## src/rtl/ext_load_pipe_if.sv

```systemverilog
// ---------------------------------------------------------------------------
// ext_load_pipe_if
//   Bundles the request and result handshakes of ext_load_pipe.
//   Parameters must match the ext_load_pipe instance they connect to.
//
//   Request side (producer -> pipe):
//     in_valid  request valid
//     in_ready  pipe can accept this cycle
//     in_op     extension/load opcode
//     in_data   immediate (low IMM_W bits) or loaded memory word
//     in_off    byte offset of the access within the word
//     in_tag    sideband tag carried with the entry
//   Result side (pipe -> consumer):
//     out_valid head entry valid
//     out_ready consumer takes the head entry
//     out_data  extended result
//     out_tag   tag of the head entry
//     out_exc   0 none, 1 misaligned, 2 illegal op
//     count     current FIFO occupancy
//
//   master: the surrounding datapath (drives requests, consumes results)
//   slave : the ext_load_pipe block itself
// ---------------------------------------------------------------------------
interface ext_load_pipe_if #(
  parameter int DATA_W = 32,
  parameter int TAG_W  = 5,
  parameter int DEPTH  = 2
);
  localparam int OFF_W = $clog2(DATA_W / 8);
  localparam int CNT_W = $clog2(DEPTH) + 1;

  logic              in_valid;
  logic              in_ready;
  logic [3:0]        in_op;
  logic [DATA_W-1:0] in_data;
  logic [OFF_W-1:0]  in_off;
  logic [TAG_W-1:0]  in_tag;

  logic              out_valid;
  logic              out_ready;
  logic [DATA_W-1:0] out_data;
  logic [TAG_W-1:0]  out_tag;
  logic [1:0]        out_exc;
  logic [CNT_W-1:0]  count;

  modport master (
    output in_valid, in_op, in_data, in_off, in_tag, out_ready,
    input  in_ready, out_valid, out_data, out_tag, out_exc, count
  );

  modport slave (
    input  in_valid, in_op, in_data, in_off, in_tag, out_ready,
    output in_ready, out_valid, out_data, out_tag, out_exc, count
  );
endinterface

```

## src/rtl/ext_load_pipe.sv

```systemverilog
// ---------------------------------------------------------------------------
// ext_load_pipe
//   Unified immediate / load-data extender with a DEPTH-entry result FIFO.
//   Each accepted request is extended combinationally and the result (data,
//   tag, exception code) is written into the FIFO, so results reach the
//   writeback mux one cycle after acceptance and writeback stalls are
//   absorbed by the buffer. Misaligned loads and unknown opcodes are reported
//   through out_exc with out_data forced to zero; they stay in program order.
//
//   Ports:
//     clk      rising-edge clock
//     reset_n  asynchronous reset, active low; empties the FIFO immediately
//     flush    synchronous flush; discards every entry, wins over push/pop
//     bus      ext_load_pipe_if.slave (request and result handshakes)
//
//   Opcodes: 0 ZERO, 1 SIGN, 2 UPPER, 3 BRANCH, 4 LB, 5 LBU, 6 LH, 7 LHU, 8 LW
// ---------------------------------------------------------------------------
module ext_load_pipe #(
  parameter int DATA_W = 32,
  parameter int IMM_W  = 16,
  parameter int TAG_W  = 5,
  parameter int DEPTH  = 2
) (
  input  logic          clk,
  input  logic          reset_n,
  input  logic          flush,
  ext_load_pipe_if.slave bus
);

  localparam int OFF_W  = $clog2(DATA_W / 8);
  localparam int PTR_W  = $clog2(DEPTH);
  localparam int CNT_W  = PTR_W + 1;
  localparam int BIDX_W = $clog2(DATA_W);

  localparam logic [CNT_W-1:0] DEPTH_C = CNT_W'(DEPTH);

  localparam logic [3:0] OP_ZERO   = 4'd0;
  localparam logic [3:0] OP_SIGN   = 4'd1;
  localparam logic [3:0] OP_UPPER  = 4'd2;
  localparam logic [3:0] OP_BRANCH = 4'd3;
  localparam logic [3:0] OP_LB     = 4'd4;
  localparam logic [3:0] OP_LBU    = 4'd5;
  localparam logic [3:0] OP_LH     = 4'd6;
  localparam logic [3:0] OP_LHU    = 4'd7;
  localparam logic [3:0] OP_LW     = 4'd8;

  localparam logic [1:0] EXC_NONE     = 2'd0;
  localparam logic [1:0] EXC_MISALIGN = 2'd1;
  localparam logic [1:0] EXC_ILLEGAL  = 2'd2;

  // Extension datapath signals
  logic [IMM_W-1:0]  imm;
  logic [DATA_W-1:0] imm_sext;
  logic [BIDX_W-1:0] byte_idx;
  logic [BIDX_W-1:0] half_idx;
  logic [7:0]        byte_v;
  logic [15:0]       half_v;
  logic [DATA_W-1:0] ext_data;
  logic [1:0]        ext_exc;

  // FIFO storage and bookkeeping
  logic [DATA_W-1:0] data_mem [DEPTH];
  logic [TAG_W-1:0]  tag_mem  [DEPTH];
  logic [1:0]        exc_mem  [DEPTH];
  logic [PTR_W-1:0]  wr_ptr;
  logic [PTR_W-1:0]  rd_ptr;
  logic [CNT_W-1:0]  count_q;
  logic              push;
  logic              pop;

  // Byte and halfword lanes are selected by bit index derived from the
  // offset; the halfword lane ignores off[0] (which only flags misalignment).
  assign imm      = bus.in_data[IMM_W-1:0];
  assign imm_sext = {{(DATA_W-IMM_W){imm[IMM_W-1]}}, imm};
  assign byte_idx = {bus.in_off, 3'b000};
  assign half_idx = {bus.in_off[OFF_W-1:1], 4'b0000};
  assign byte_v   = bus.in_data[byte_idx +: 8];
  assign half_v   = bus.in_data[half_idx +: 16];

  // Combinational extension of the current request. Any exception leaves
  // ext_data at zero so the consumer never sees partial garbage.
  always_comb begin
    ext_data = '0;
    ext_exc  = EXC_NONE;
    case (bus.in_op)
      OP_ZERO:   ext_data = {{(DATA_W-IMM_W){1'b0}}, imm};
      OP_SIGN:   ext_data = imm_sext;
      OP_UPPER:  ext_data = {imm, {(DATA_W-IMM_W){1'b0}}};
      OP_BRANCH: ext_data = {imm_sext[DATA_W-3:0], 2'b00};
      OP_LB:     ext_data = {{(DATA_W-8){byte_v[7]}}, byte_v};
      OP_LBU:    ext_data = {{(DATA_W-8){1'b0}}, byte_v};
      OP_LH: begin
        if (bus.in_off[0]) begin
          ext_exc = EXC_MISALIGN;
        end else begin
          ext_data = {{(DATA_W-16){half_v[15]}}, half_v};
        end
      end
      OP_LHU: begin
        if (bus.in_off[0]) begin
          ext_exc = EXC_MISALIGN;
        end else begin
          ext_data = {{(DATA_W-16){1'b0}}, half_v};
        end
      end
      OP_LW: begin
        if (bus.in_off != '0) begin
          ext_exc = EXC_MISALIGN;
        end else begin
          ext_data = bus.in_data;
        end
      end
      default:   ext_exc = EXC_ILLEGAL;
    endcase
  end

  // in_ready depends only on occupancy (and reset), never on out_ready, so a
  // full FIFO refuses a push even in a cycle where the head is popped.
  assign bus.in_ready = reset_n & (count_q < DEPTH_C);
  assign push         = bus.in_valid & bus.in_ready;
  assign pop          = bus.out_valid & bus.out_ready;

  // FIFO state. Reset clears storage so out_* read as zero afterwards; flush
  // only rewinds the pointers and count and drops the same-cycle push/pop.
  always_ff @(posedge clk or negedge reset_n) begin
    if (!reset_n) begin
      wr_ptr  <= '0;
      rd_ptr  <= '0;
      count_q <= '0;
      for (int i = 0; i < DEPTH; i++) begin
        data_mem[i] <= '0;
        tag_mem[i]  <= '0;
        exc_mem[i]  <= '0;
      end
    end else if (flush) begin
      wr_ptr  <= '0;
      rd_ptr  <= '0;
      count_q <= '0;
    end else begin
      if (push) begin
        data_mem[wr_ptr] <= ext_data;
        tag_mem[wr_ptr]  <= bus.in_tag;
        exc_mem[wr_ptr]  <= ext_exc;
        wr_ptr           <= wr_ptr + PTR_W'(1);
      end
      if (pop) begin
        rd_ptr <= rd_ptr + PTR_W'(1);
      end
      case ({push, pop})
        2'b10:   count_q <= count_q + CNT_W'(1);
        2'b01:   count_q <= count_q - CNT_W'(1);
        default: count_q <= count_q;
      endcase
    end
  end

  // The head entry is read straight from storage; out_valid follows the
  // count, so an asynchronous reset drops it without a clock edge.
  assign bus.out_valid = (count_q != '0);
  assign bus.out_data  = data_mem[rd_ptr];
  assign bus.out_tag   = tag_mem[rd_ptr];
  assign bus.out_exc   = exc_mem[rd_ptr];
  assign bus.count     = count_q;

endmodule

```

## src/flat_wrapper.sv

```systemverilog
// flat-port wrapper written by rule: the top's interface ports become plain ports
module ext_load_pipe_flat 
#(
  parameter int DATA_W = 32,
  parameter int IMM_W  = 16,
  parameter int TAG_W  = 5,
  parameter int DEPTH  = 2
)
  (clk, reset_n, flush, bus_in_valid, bus_in_op, bus_in_data, bus_in_off, bus_in_tag, bus_out_ready, bus_in_ready, bus_out_valid, bus_out_data, bus_out_tag, bus_out_exc, bus_count);
  ext_load_pipe_if #(.DATA_W(DATA_W), .TAG_W(TAG_W), .DEPTH(DEPTH)) bus_i ();
  input  logic clk;
  input  logic reset_n;
  input  logic flush;
  input wire logic [$bits(bus_i.in_valid)-1:0] bus_in_valid;
  input wire logic [$bits(bus_i.in_op)-1:0] bus_in_op;
  input wire logic [$bits(bus_i.in_data)-1:0] bus_in_data;
  input wire logic [$bits(bus_i.in_off)-1:0] bus_in_off;
  input wire logic [$bits(bus_i.in_tag)-1:0] bus_in_tag;
  input wire logic [$bits(bus_i.out_ready)-1:0] bus_out_ready;
  output wire logic [$bits(bus_i.in_ready)-1:0] bus_in_ready;
  output wire logic [$bits(bus_i.out_valid)-1:0] bus_out_valid;
  output wire logic [$bits(bus_i.out_data)-1:0] bus_out_data;
  output wire logic [$bits(bus_i.out_tag)-1:0] bus_out_tag;
  output wire logic [$bits(bus_i.out_exc)-1:0] bus_out_exc;
  output wire logic [$bits(bus_i.count)-1:0] bus_count;
  assign bus_i.in_valid = bus_in_valid;
  assign bus_i.in_op = bus_in_op;
  assign bus_i.in_data = bus_in_data;
  assign bus_i.in_off = bus_in_off;
  assign bus_i.in_tag = bus_in_tag;
  assign bus_i.out_ready = bus_out_ready;
  assign bus_in_ready = bus_i.in_ready;
  assign bus_out_valid = bus_i.out_valid;
  assign bus_out_data = bus_i.out_data;
  assign bus_out_tag = bus_i.out_tag;
  assign bus_out_exc = bus_i.out_exc;
  assign bus_count = bus_i.count;
  ext_load_pipe #(.DATA_W(DATA_W), .IMM_W(IMM_W), .TAG_W(TAG_W), .DEPTH(DEPTH)) u_core (.clk(clk), .reset_n(reset_n), .flush(flush), .bus(bus_i));
endmodule
```

## config.mk

```make
export PLATFORM = sky130hd
export DESIGN_NAME = ext_load_pipe_flat
export DESIGN_NICKNAME = d
export VERILOG_FILES = /design/src/rtl/ext_load_pipe_if.sv /design/src/rtl/ext_load_pipe.sv /design/src/flat_wrapper.sv
export SDC_FILE = /design/constraint.sdc
export NUM_CORES = 1
export LEC_CHECK = 0
export BUFFER_PORTS_ARGS = -buffer_cell sky130_fd_sc_hd__buf_2
export CORE_ASPECT_RATIO = 1.75
export CORE_MARGIN = 3
export CORE_UTILIZATION = 50
export DETAILED_ROUTE_END_ITERATION = 10
export PLACE_DENSITY = 0.81
export SETUP_SLACK_MARGIN = 0.4
export SLEW_MARGIN = 0
export SYNTH_ARGS = -nofsm -noshare
export SYNTH_HDL_FRONTEND = slang
export SYNTH_SLANG_ARGS = --single-unit
```

## constraint.sdc

```tcl
create_clock -name clk -period 2 [get_ports clk]
set_clock_uncertainty 0.1 [all_clocks]
set_input_delay 0.1 -clock clk [delete_from_list [all_inputs] [get_ports clk]]
set_output_delay 0.1 -clock clk [all_outputs]
set_load 0.01 [all_outputs]
```

==> impl_metrics.env, run 1 <==
export IMPL_via_count=4280
export IMPL_total_inserted_antenna_cells=0
export IMPL_critical_path_endpoint_type="output port"
export IMPL_max_clock_freq_mhz=574
export IMPL_fp_dieArea_mm2=0.0102
export IMPL_final_antenna_violating_net_count=0
export IMPL_finalSetupViolCount=0
export IMPL_report_final_slew_viol_count=0
export IMPL_initial_util_pct=51.7
export IMPL_synth_cell_type_count=50
export IMPL_fin_worst_hold_slack_ns=-0.104
export IMPL_worst_setup_hold_path_clk_slew_ns=0.06
export IMPL_p_int_uw=4330
export IMPL_ctsHtreeMaxLevel=3
export IMPL_synth_area_mm2=0.00451
export IMPL_max_cap_viol_count=0
export IMPL_power_density_mw_per_mm2=923
export IMPL_rows=45
export IMPL_min_period_over_period_pct=87.1
export IMPL_synthesis_instances=430
export IMPL_avgRoutedWirePerCell_um=22.7
export IMPL_worst_endpoint_arrival_ns=1.54
export IMPL_cts_root_buffer="sky130_fd_sc_hd__clkbuf_16"
export IMPL_vert_die_dim_um=132
export IMPL_die_w_um=77.8
export IMPL_leakage_uw=0.00283
export IMPL_synth_fa_ha_area_share_pct=0
export IMPL_main_combinational_cell_family_by_area_after_synthesis="compound AO/OA/AOI/OAI gates"
export IMPL_path_class="flop to output port"
export IMPL_synth_seq_cells=82
export IMPL_hp_class="input pin to async pin"
export IMPL_router_iterations_before_antenna_repair=7
export IMPL_ctsLongestPathBuffers=2
export IMPL_cp_required_ns=1.80
export IMPL_mappedNetlistNets=478
export IMPL_crit_path_launch_type="flop"
export IMPL_grt_usage_pct=26.9
export IMPL_irDropWorstVdd_mv=0.731
export IMPL_max_slew_margin_pct=35.8
export IMPL_worstSkewPairLatency_ns=0.34
export IMPL_clock_sinks=82
export IMPL_utilization_pct=76.5
export IMPL_grt_overflow=0
export IMPL_hold_viol=61
export IMPL_failed_checks="negative hold slack"
export IMPL_grt_antenna_before_repair=0
export IMPL_most_frequent_cells_in_the_layout="80 x sky130_fd_sc_hd__dfrtp_1, 51 x sky130_fd_sc_hd__buf_2, 49 x sky130_fd_sc_hd__a21oi_1, 49 x sky130_fd_sc_hd__nor2_1, 42 x sky130_fd_sc_hd__buf_6"
export IMPL_layout_commonest_cell="sky130_fd_sc_hd__dfrtp_1"
export IMPL_path_max_fanout=7
export IMPL_switchingPower_uw=1840
export IMPL_final_layout_size_suffix_gt1_share_pct=48.1
export IMPL_largest_net_degree_at_the_start_of_global_routing=65
export IMPL_average_via_count_per_standard_cell=6.29
export IMPL_io_count=91
export IMPL_design_area_mm2=0.00668
export IMPL_share_clk_of_total_power_pct=27.4
export IMPL_place_worst_setup_slack_ns=0.112
export IMPL_synth_sequential_area_ratio_pct=45.5
export IMPL_power_combinational_fraction_pct=33.1
export IMPL_grt_first_pass_wirelength_um=21200
export IMPL_gp_congestion=0.902
export IMPL_power_sequential_fraction_pct=39.4
export IMPL_setup_repair_after_global_routing_missed_its_margin="yes"
export IMPL_finish_net_count=606
export IMPL_area_growth_syn_to_layout_pct=48.0
export IMPL_tightestPinTransition_ns=0.960
export IMPL_number_of_global_route_vias_before_repair=4124
export IMPL_cts_inserted_buffers=9
export IMPL_synth_xor_xnor_area_share_pct=0.388
export IMPL_outcome="finished with violations"
export IMPL_floorplan_core_area_mm2=0.00873
export IMPL_finalWorstSetupSlack_ns=0.259
export IMPL_violation_count_after_the_first_detailed_routing_iteration=380
export IMPL_number_of_buffer_cells_added_on_primary_ports=90
export IMPL_synth_warnings=0
export IMPL_finalSetupTns_ns=0
export IMPL_post_cts_hold_buffer_count=12
export IMPL_drc_errors=0
export IMPL_postPlaceCellArea_mm2=0.00525
export IMPL_tritoncts="built"
export IMPL_syn_area_per_cell_um2=10.5
export IMPL_period_minus_slack_ns=1.74
export IMPL_drt_total_wl_um=15500
export IMPL_synth_area_mux_share_pct=15.1
export IMPL_synth_simple_area_share_pct=15.0
export IMPL_compound_cell_area_share_of_the_yosys_netlist_pct=20.0
export IMPL_detailedPlacementHpwl_um=9080
export IMPL_power_share_switching_pct=29.8
[path summary, 6_finish.rpt]
kind,to,slack [ns],startpoint,depth (start not counted)
setup reg to reg,u_core.data_mem[42]$_DFFE_PN0P_,0.26,u_core.bus.count[1]$_DFFE_PN0P_,6
min in group clk,u_core.data_mem[29]$_DFFE_PN0P_,0.01,bus_in_data[29],3
setup / recovery,bus_out_exc[0],0.26,u_core.rd_ptr$_DFFE_PN0P_,4
hold reg to reg,u_core.tag_mem[4]$_DFFE_PN0P_,0.40,u_core.tag_mem[4]$_DFFE_PN0P_,1
max in group asynchronous,u_core.data_mem[0]$_DFFE_PN0P_,0.73,reset_n,3
hold / removal,u_core.data_mem[42]$_DFFE_PN0P_,-0.10,reset_n,2
[per-layer routing]
metal / vias up / wire (µm) / part of all wire [%] / global-route usage [%]
met5: - / 0 / 0 / 0
met3: 47 / 912 / 5.9 / 4.73
met2: 237 / 8300 / 54 / 46.5
met1: 2131 / 5600 / 36 / 30.6
met4: 0 / 637 / 4.1 / 15.2
li1: 1865 / - / - / -
[cells in the mapped netlist (all sizes together)]
cell type   n  area (µm²)
a22oi      14         105
nor4        1        12.5
a21boi      7        63.8
nor4bb      2        20.0
mux4        1        22.5
and2        2        12.5
a21oi      56         284
nor3        6        68.8
or4b        1        13.8
a22o        1        8.76
buf        22         134
dfrtp      82        2050
nand2       7        26.3
o22ai       1        6.26
and4bb      2        25.0
o21ai       7        35.0
inv         3        11.3
mux2       55         619
nand2b     15         109
a221o       7        70.1
a222oi      6        60.1
clkbuf     10        37.5
o31ai       1        7.51
or4bb       1        11.3
xor2        2        17.5
nand3      12        60.1
a211oi      1        7.51
nor3b       2        20.0
or2         3        18.8
a31oi      11        68.8
nor2b       4        25.0
nor2       60         225
a221oi      1        8.76
nand3b      3        22.5
and3        1        6.26
a41oi       2        17.5
mux2i       4        40.0
o221a      14         158
[cell families after synthesis]
family,count (synthesis)
AOI/OAI and AO/OA,129
xor gates and xnor gates,2
buffers and inverters,35
DFF,82
muxes,60
and+or+nand+nor,122
[critical path: stages (launching register included)]
cell and delay (ns):
sky130_fd_sc_hd__dfrtp_2 0.40, sky130_fd_sc_hd__buf_12 0.15, sky130_fd_sc_hd__clkbuf_16 0.16, sky130_fd_sc_hd__mux2_2 0.35, sky130_fd_sc_hd__buf_6 0.12
[power by group through the flow]
stage               combinational [µW]  clock (µW)  sequential, µW
finish                            2040        1690            2430
CTS                               1590        1690            2340
global route                      2170        1790            2470
floorplan                          962           0            2300
global placement                  1380           0            2340
detailed placement                1420           0            2370
[repair_timing]
item / CTS / global route
hold endpoints to repair: 101 / 61
cloned: 4 / 6
pin swaps: 4 / 10
endpoints found under the setup margin: 113 / 117
resized for setup: 32 / 97
setup buffers: 9 / 6
[sequential cells by signal, summed over array words and instances (netlist names)]
name,cells
u_core.bus.count,2
u_core.data_mem,64
u_core.rd_ptr,1
u_core.exc_mem,4
u_core.wr_ptr,1
u_core.tag_mem,10
[through the flow]
step / hold WS [ns] / power (µW) / cells
global placement: 0.0307 / 3720 / 627
global route: -0.0556 / 6420 / 680
detailed placement: 0.0378 / 3790 / 627
CTS: -0.0985 / 5630 / 668
floorplan: -0.296 / 3260 / 430
finish: -0.104 / 6160 / 680
[layout make-up]
type                       instances  area (µm²)
tap                              117         146
clock buffer                      11         243
sequential                        82        2050
clock inverter                     5        62.6
inverter                           3        11.3
fill                             516        2050
timing repair buffer             149        1490
multi-input combinational        313        2670
Power figures use the tool's default switching activity.
==> inputs of run 2 (changes only) <==
--- a/config.mk
+++ b/config.mk
@@ -10,6 +10,7 @@
 export CORE_MARGIN = 3
 export CORE_UTILIZATION = 50
 export DETAILED_ROUTE_END_ITERATION = 10
+export GPL_TIMING_DRIVEN = 0
 export PLACE_DENSITY = 0.81
 export SETUP_SLACK_MARGIN = 0.4
 export SLEW_MARGIN = 0
==> run 2 against run 1 <==
Effect of this change:
- the run now ends clean
- sequential share of layout area shrank 2.5 points
- register-to-register slack got worse by 0.22 ns
- maximum frequency decreased by 11%
- utilization up 6.9 points
- clock power hardly changed
- wire length grew 24%
- combinational power is 16% higher
- non-clock buffer count rose by 34
- via count rose by 9.9%
- critical path type is now flop to flop
==> impl_metrics.env, run 2 (synthesis gave the netlist of run 1 again) <==
export IMPL_cpMaxStageDelayCell="sky130_fd_sc_hd__dfrtp_2"
export IMPL_fp_dieArea_mm2=0.0102
export IMPL_worst_endpoint_arrival_ns=2.11
export IMPL_floorplan_core_area_mm2=0.00873
export IMPL_detailedPlacementHpwl_um=10000
export IMPL_rr_endpoint="u_core.data_mem[37]$_DFFE_PN0P_"
export IMPL_finish_net_count=640
export IMPL_drc_errors=0
export IMPL_tritoncts="built"
export IMPL_most_frequent_cells_in_the_layout="81 x sky130_fd_sc_hd__dfrtp_1, 61 x sky130_fd_sc_hd__buf_6, 55 x sky130_fd_sc_hd__buf_2, 54 x sky130_fd_sc_hd__nor2_1, 48 x sky130_fd_sc_hd__mux2_4"
export IMPL_worst_hold_path_num_cells=3
export IMPL_postPlaceCellArea_mm2=0.00526
export IMPL_final_antenna_violating_net_count=0
export IMPL_layoutNonFillerInstCount=712
export IMPL_path_max_fanout=10
export IMPL_worst_r2r_setup_slack_ns=0.04
export IMPL_die_w_um=77.8
export IMPL_router_iterations_before_antenna_repair=7
export IMPL_grt_antenna_before_repair=0
export IMPL_max_slew_margin_pct=44.5
export IMPL_design_area_mm2=0.00728
export IMPL_grt_first_pass_wirelength_um=24500
export IMPL_leakage_uw=0.00311
export IMPL_report_final_slew_viol_count=0
export IMPL_number_of_global_route_vias_before_repair=4536
export IMPL_finalSetupViolCount=0
export IMPL_place_worst_setup_slack_ns=-0.547
export IMPL_irDropWorstVdd_mv=0.724
export IMPL_clock_sinks=82
export IMPL_finalWorstSetupSlack_ns=0.0423
export IMPL_layout_commonest_cell="sky130_fd_sc_hd__dfrtp_1"
export IMPL_ordered_list_of_cells_on_the_worst_path="buf_6, nand3b_1, nor3_4, buf_6, buf_4, buf_12, nor2_1, a21oi_1"
export IMPL_worst_r2r_path_depth=8
export IMPL_total_inserted_antenna_cells=0
export IMPL_io_count=91
export IMPL_critical_path_top_delay_family="buffers and inverters"
export IMPL_final_layout_size_suffix_gt1_share_pct=53.4
export IMPL_hp_class="input pin to flop"
export IMPL_placedCellCount=636
export IMPL_ctsLongestPathBuffers=2
export IMPL_max_clock_freq_mhz=511
export IMPL_gp_congestion=0.964
export IMPL_number_of_buffer_cells_added_on_primary_ports=88
export IMPL_cpPeakStageDelay_ns=0.45
export IMPL_cts_root_buffer="sky130_fd_sc_hd__clkbuf_16"
export IMPL_path_class="flop to flop"
export IMPL_tightestPinTransition_ns=0.824
export IMPL_setup_repair_after_global_routing_missed_its_margin="yes"
export IMPL_period_minus_slack_ns=1.96
export IMPL_cp_required_ns=2.16
export IMPL_via_count=4702
export IMPL_hold_end="u_core.data_mem[21]$_DFFE_PN0P_"
export IMPL_worst_r2r_startpoint="u_core.bus.count[1]$_DFFE_PN0P_"
export IMPL_min_period_over_period_pct=97.9
export IMPL_violation_count_after_the_first_detailed_routing_iteration=462
export IMPL_grt_overflow=0
export IMPL_vert_die_dim_um=132
export IMPL_critical_path_endpoint_type="flop"
export IMPL_regMostFlops="u_core.data_mem"
export IMPL_avgRoutedWirePerCell_um=26.9
export IMPL_crit_path_launch_type="flop"
export IMPL_largest_net_degree_at_the_start_of_global_routing=57
export IMPL_cp_buffers_inverters=4
export IMPL_drt_total_wl_um=19100
export IMPL_reg_top3="u_core.data_mem: 64 flops, u_core.tag_mem: 10 flops, u_core.exc_mem: 4 flops"
export IMPL_area_growth_syn_to_layout_pct=61.3
export IMPL_largest_reg_flops=64
export IMPL_hold_viol=0
export IMPL_timing_critical_path_mode_cell="sky130_fd_sc_hd__buf_6"
export IMPL_timing_hold_worst_start="bus_in_data[5]"
export IMPL_average_via_count_per_standard_cell=6.60
export IMPL_worst_setup_hold_path_clk_slew_ns=0.06
export IMPL_max_cap_viol_count=0
export IMPL_power_density_mw_per_mm2=896
export IMPL_outcome="finished clean"
export IMPL_worstSkewPairLatency_ns=0.35
export IMPL_cts_inserted_buffers=9
export IMPL_rows=45
export IMPL_initial_util_pct=51.7
export IMPL_grt_usage_pct=31.0
export IMPL_ctsHtreeMaxLevel=3
-- run 2: cell count changes in the layout (fill, tap and decap cells not counted), moves of 6 or more --
cell                            previous run  this run
sky130_fd_sc_hd__mux2_2                   29         7
sky130_fd_sc_hd__dlygate4sd3_1            12        18
sky130_fd_sc_hd__buf_4                    23        15
sky130_fd_sc_hd__a21oi_2                   7        27
sky130_fd_sc_hd__mux2_4                   26        48
sky130_fd_sc_hd__a21oi_1                  49        28
sky130_fd_sc_hd__buf_6                    42        61
-- run 2: what timing repair did --
item / in CTS / in global routing
pin swaps: 8 / 13
setup endpoints to repair: 116 / 119
buffers inserted: 17 / 11
gates cloned: 4 / 6
hold endpoints to repair: 105 / 82
hold buffers: 17 / 7
resized for setup: 109 / 119
-- run 2: metal layers --
layer / vias up / wire length, µm / global-route usage [%]
li1: 1929 / - / -
met1: 2338 / 6320 / 33.7
met2: 326 / 10000 / 55.2
met3: 109 / 1320 / 5.01
met4: 0 / 1480 / 18.0
met5: - / 0 / 0
-- run 2: tightest hold or removal path, cell delays in order --
cell                      delay (ns)
sky130_fd_sc_hd__buf_2          0.12
sky130_fd_sc_hd__a22oi_2        0.09
sky130_fd_sc_hd__a21oi_2        0.11
-- run 2: worst max path at each step --
stage	to	from	slack (ns)	cells past startpoint
finish	u_core.data_mem[37]$_DFFE_PN0P_	u_core.bus.count[1]$_DFFE_PN0P_	0.04	8
global route	u_core.tag_mem[2]$_DFFE_PN0P_	u_core.bus.count[1]$_DFFE_PN0P_	-0.02	5
CTS	u_core.data_mem[27]$_DFFE_PN0P_	u_core.bus.count[1]$_DFFE_PN0P_	0.20	5
detailed placement	u_core.data_mem[52]$_DFFE_PN0P_	reset_n	-0.55	7
global placement	u_core.data_mem[53]$_DFFE_PN0P_	reset_n	-1.36	6
floorplan	u_core.tag_mem[6]$_DFFE_PN0P_	u_core.bus.count[1]$_DFFE_PN0P_	0.23	4
-- run 2: where the power goes --
part / switching, µW / leakage, µW / internal, µW
logic: 993 / 0.00198 / 1380
clock network: 712 / 0.000141 / 954
registers: 374 / 0.000987 / 2110
-- run 2: per-stage QoR --
step / hold slack (ns) / setup TNS, ns / total power (µW) / util [%]
after floorplan: -0.296 / 0 / 3260 / -
after global placement: 0.245 / -84.23 / 3710 / 59.9
after detailed placement: -0.0302 / -23.19 / 3800 / 60.3
after CTS: -0.348 / 0 / 5800 / 73.8
after global routing: 0.0196 / -0.0483 / 6710 / 83.4
final: 0.00336 / 0 / 6520 / 83.4
-- run 2: area by class of cell --
class	instances	area [µm²]
plain buffers	32	402
flip-flops and latches	82	2050
repair buffers	151	1500
multi-input cells	313	2890
clock buffers	9	225
inverters	3	11.3
fillers	410	1450
clock inverters	5	57.6
well taps	117	146
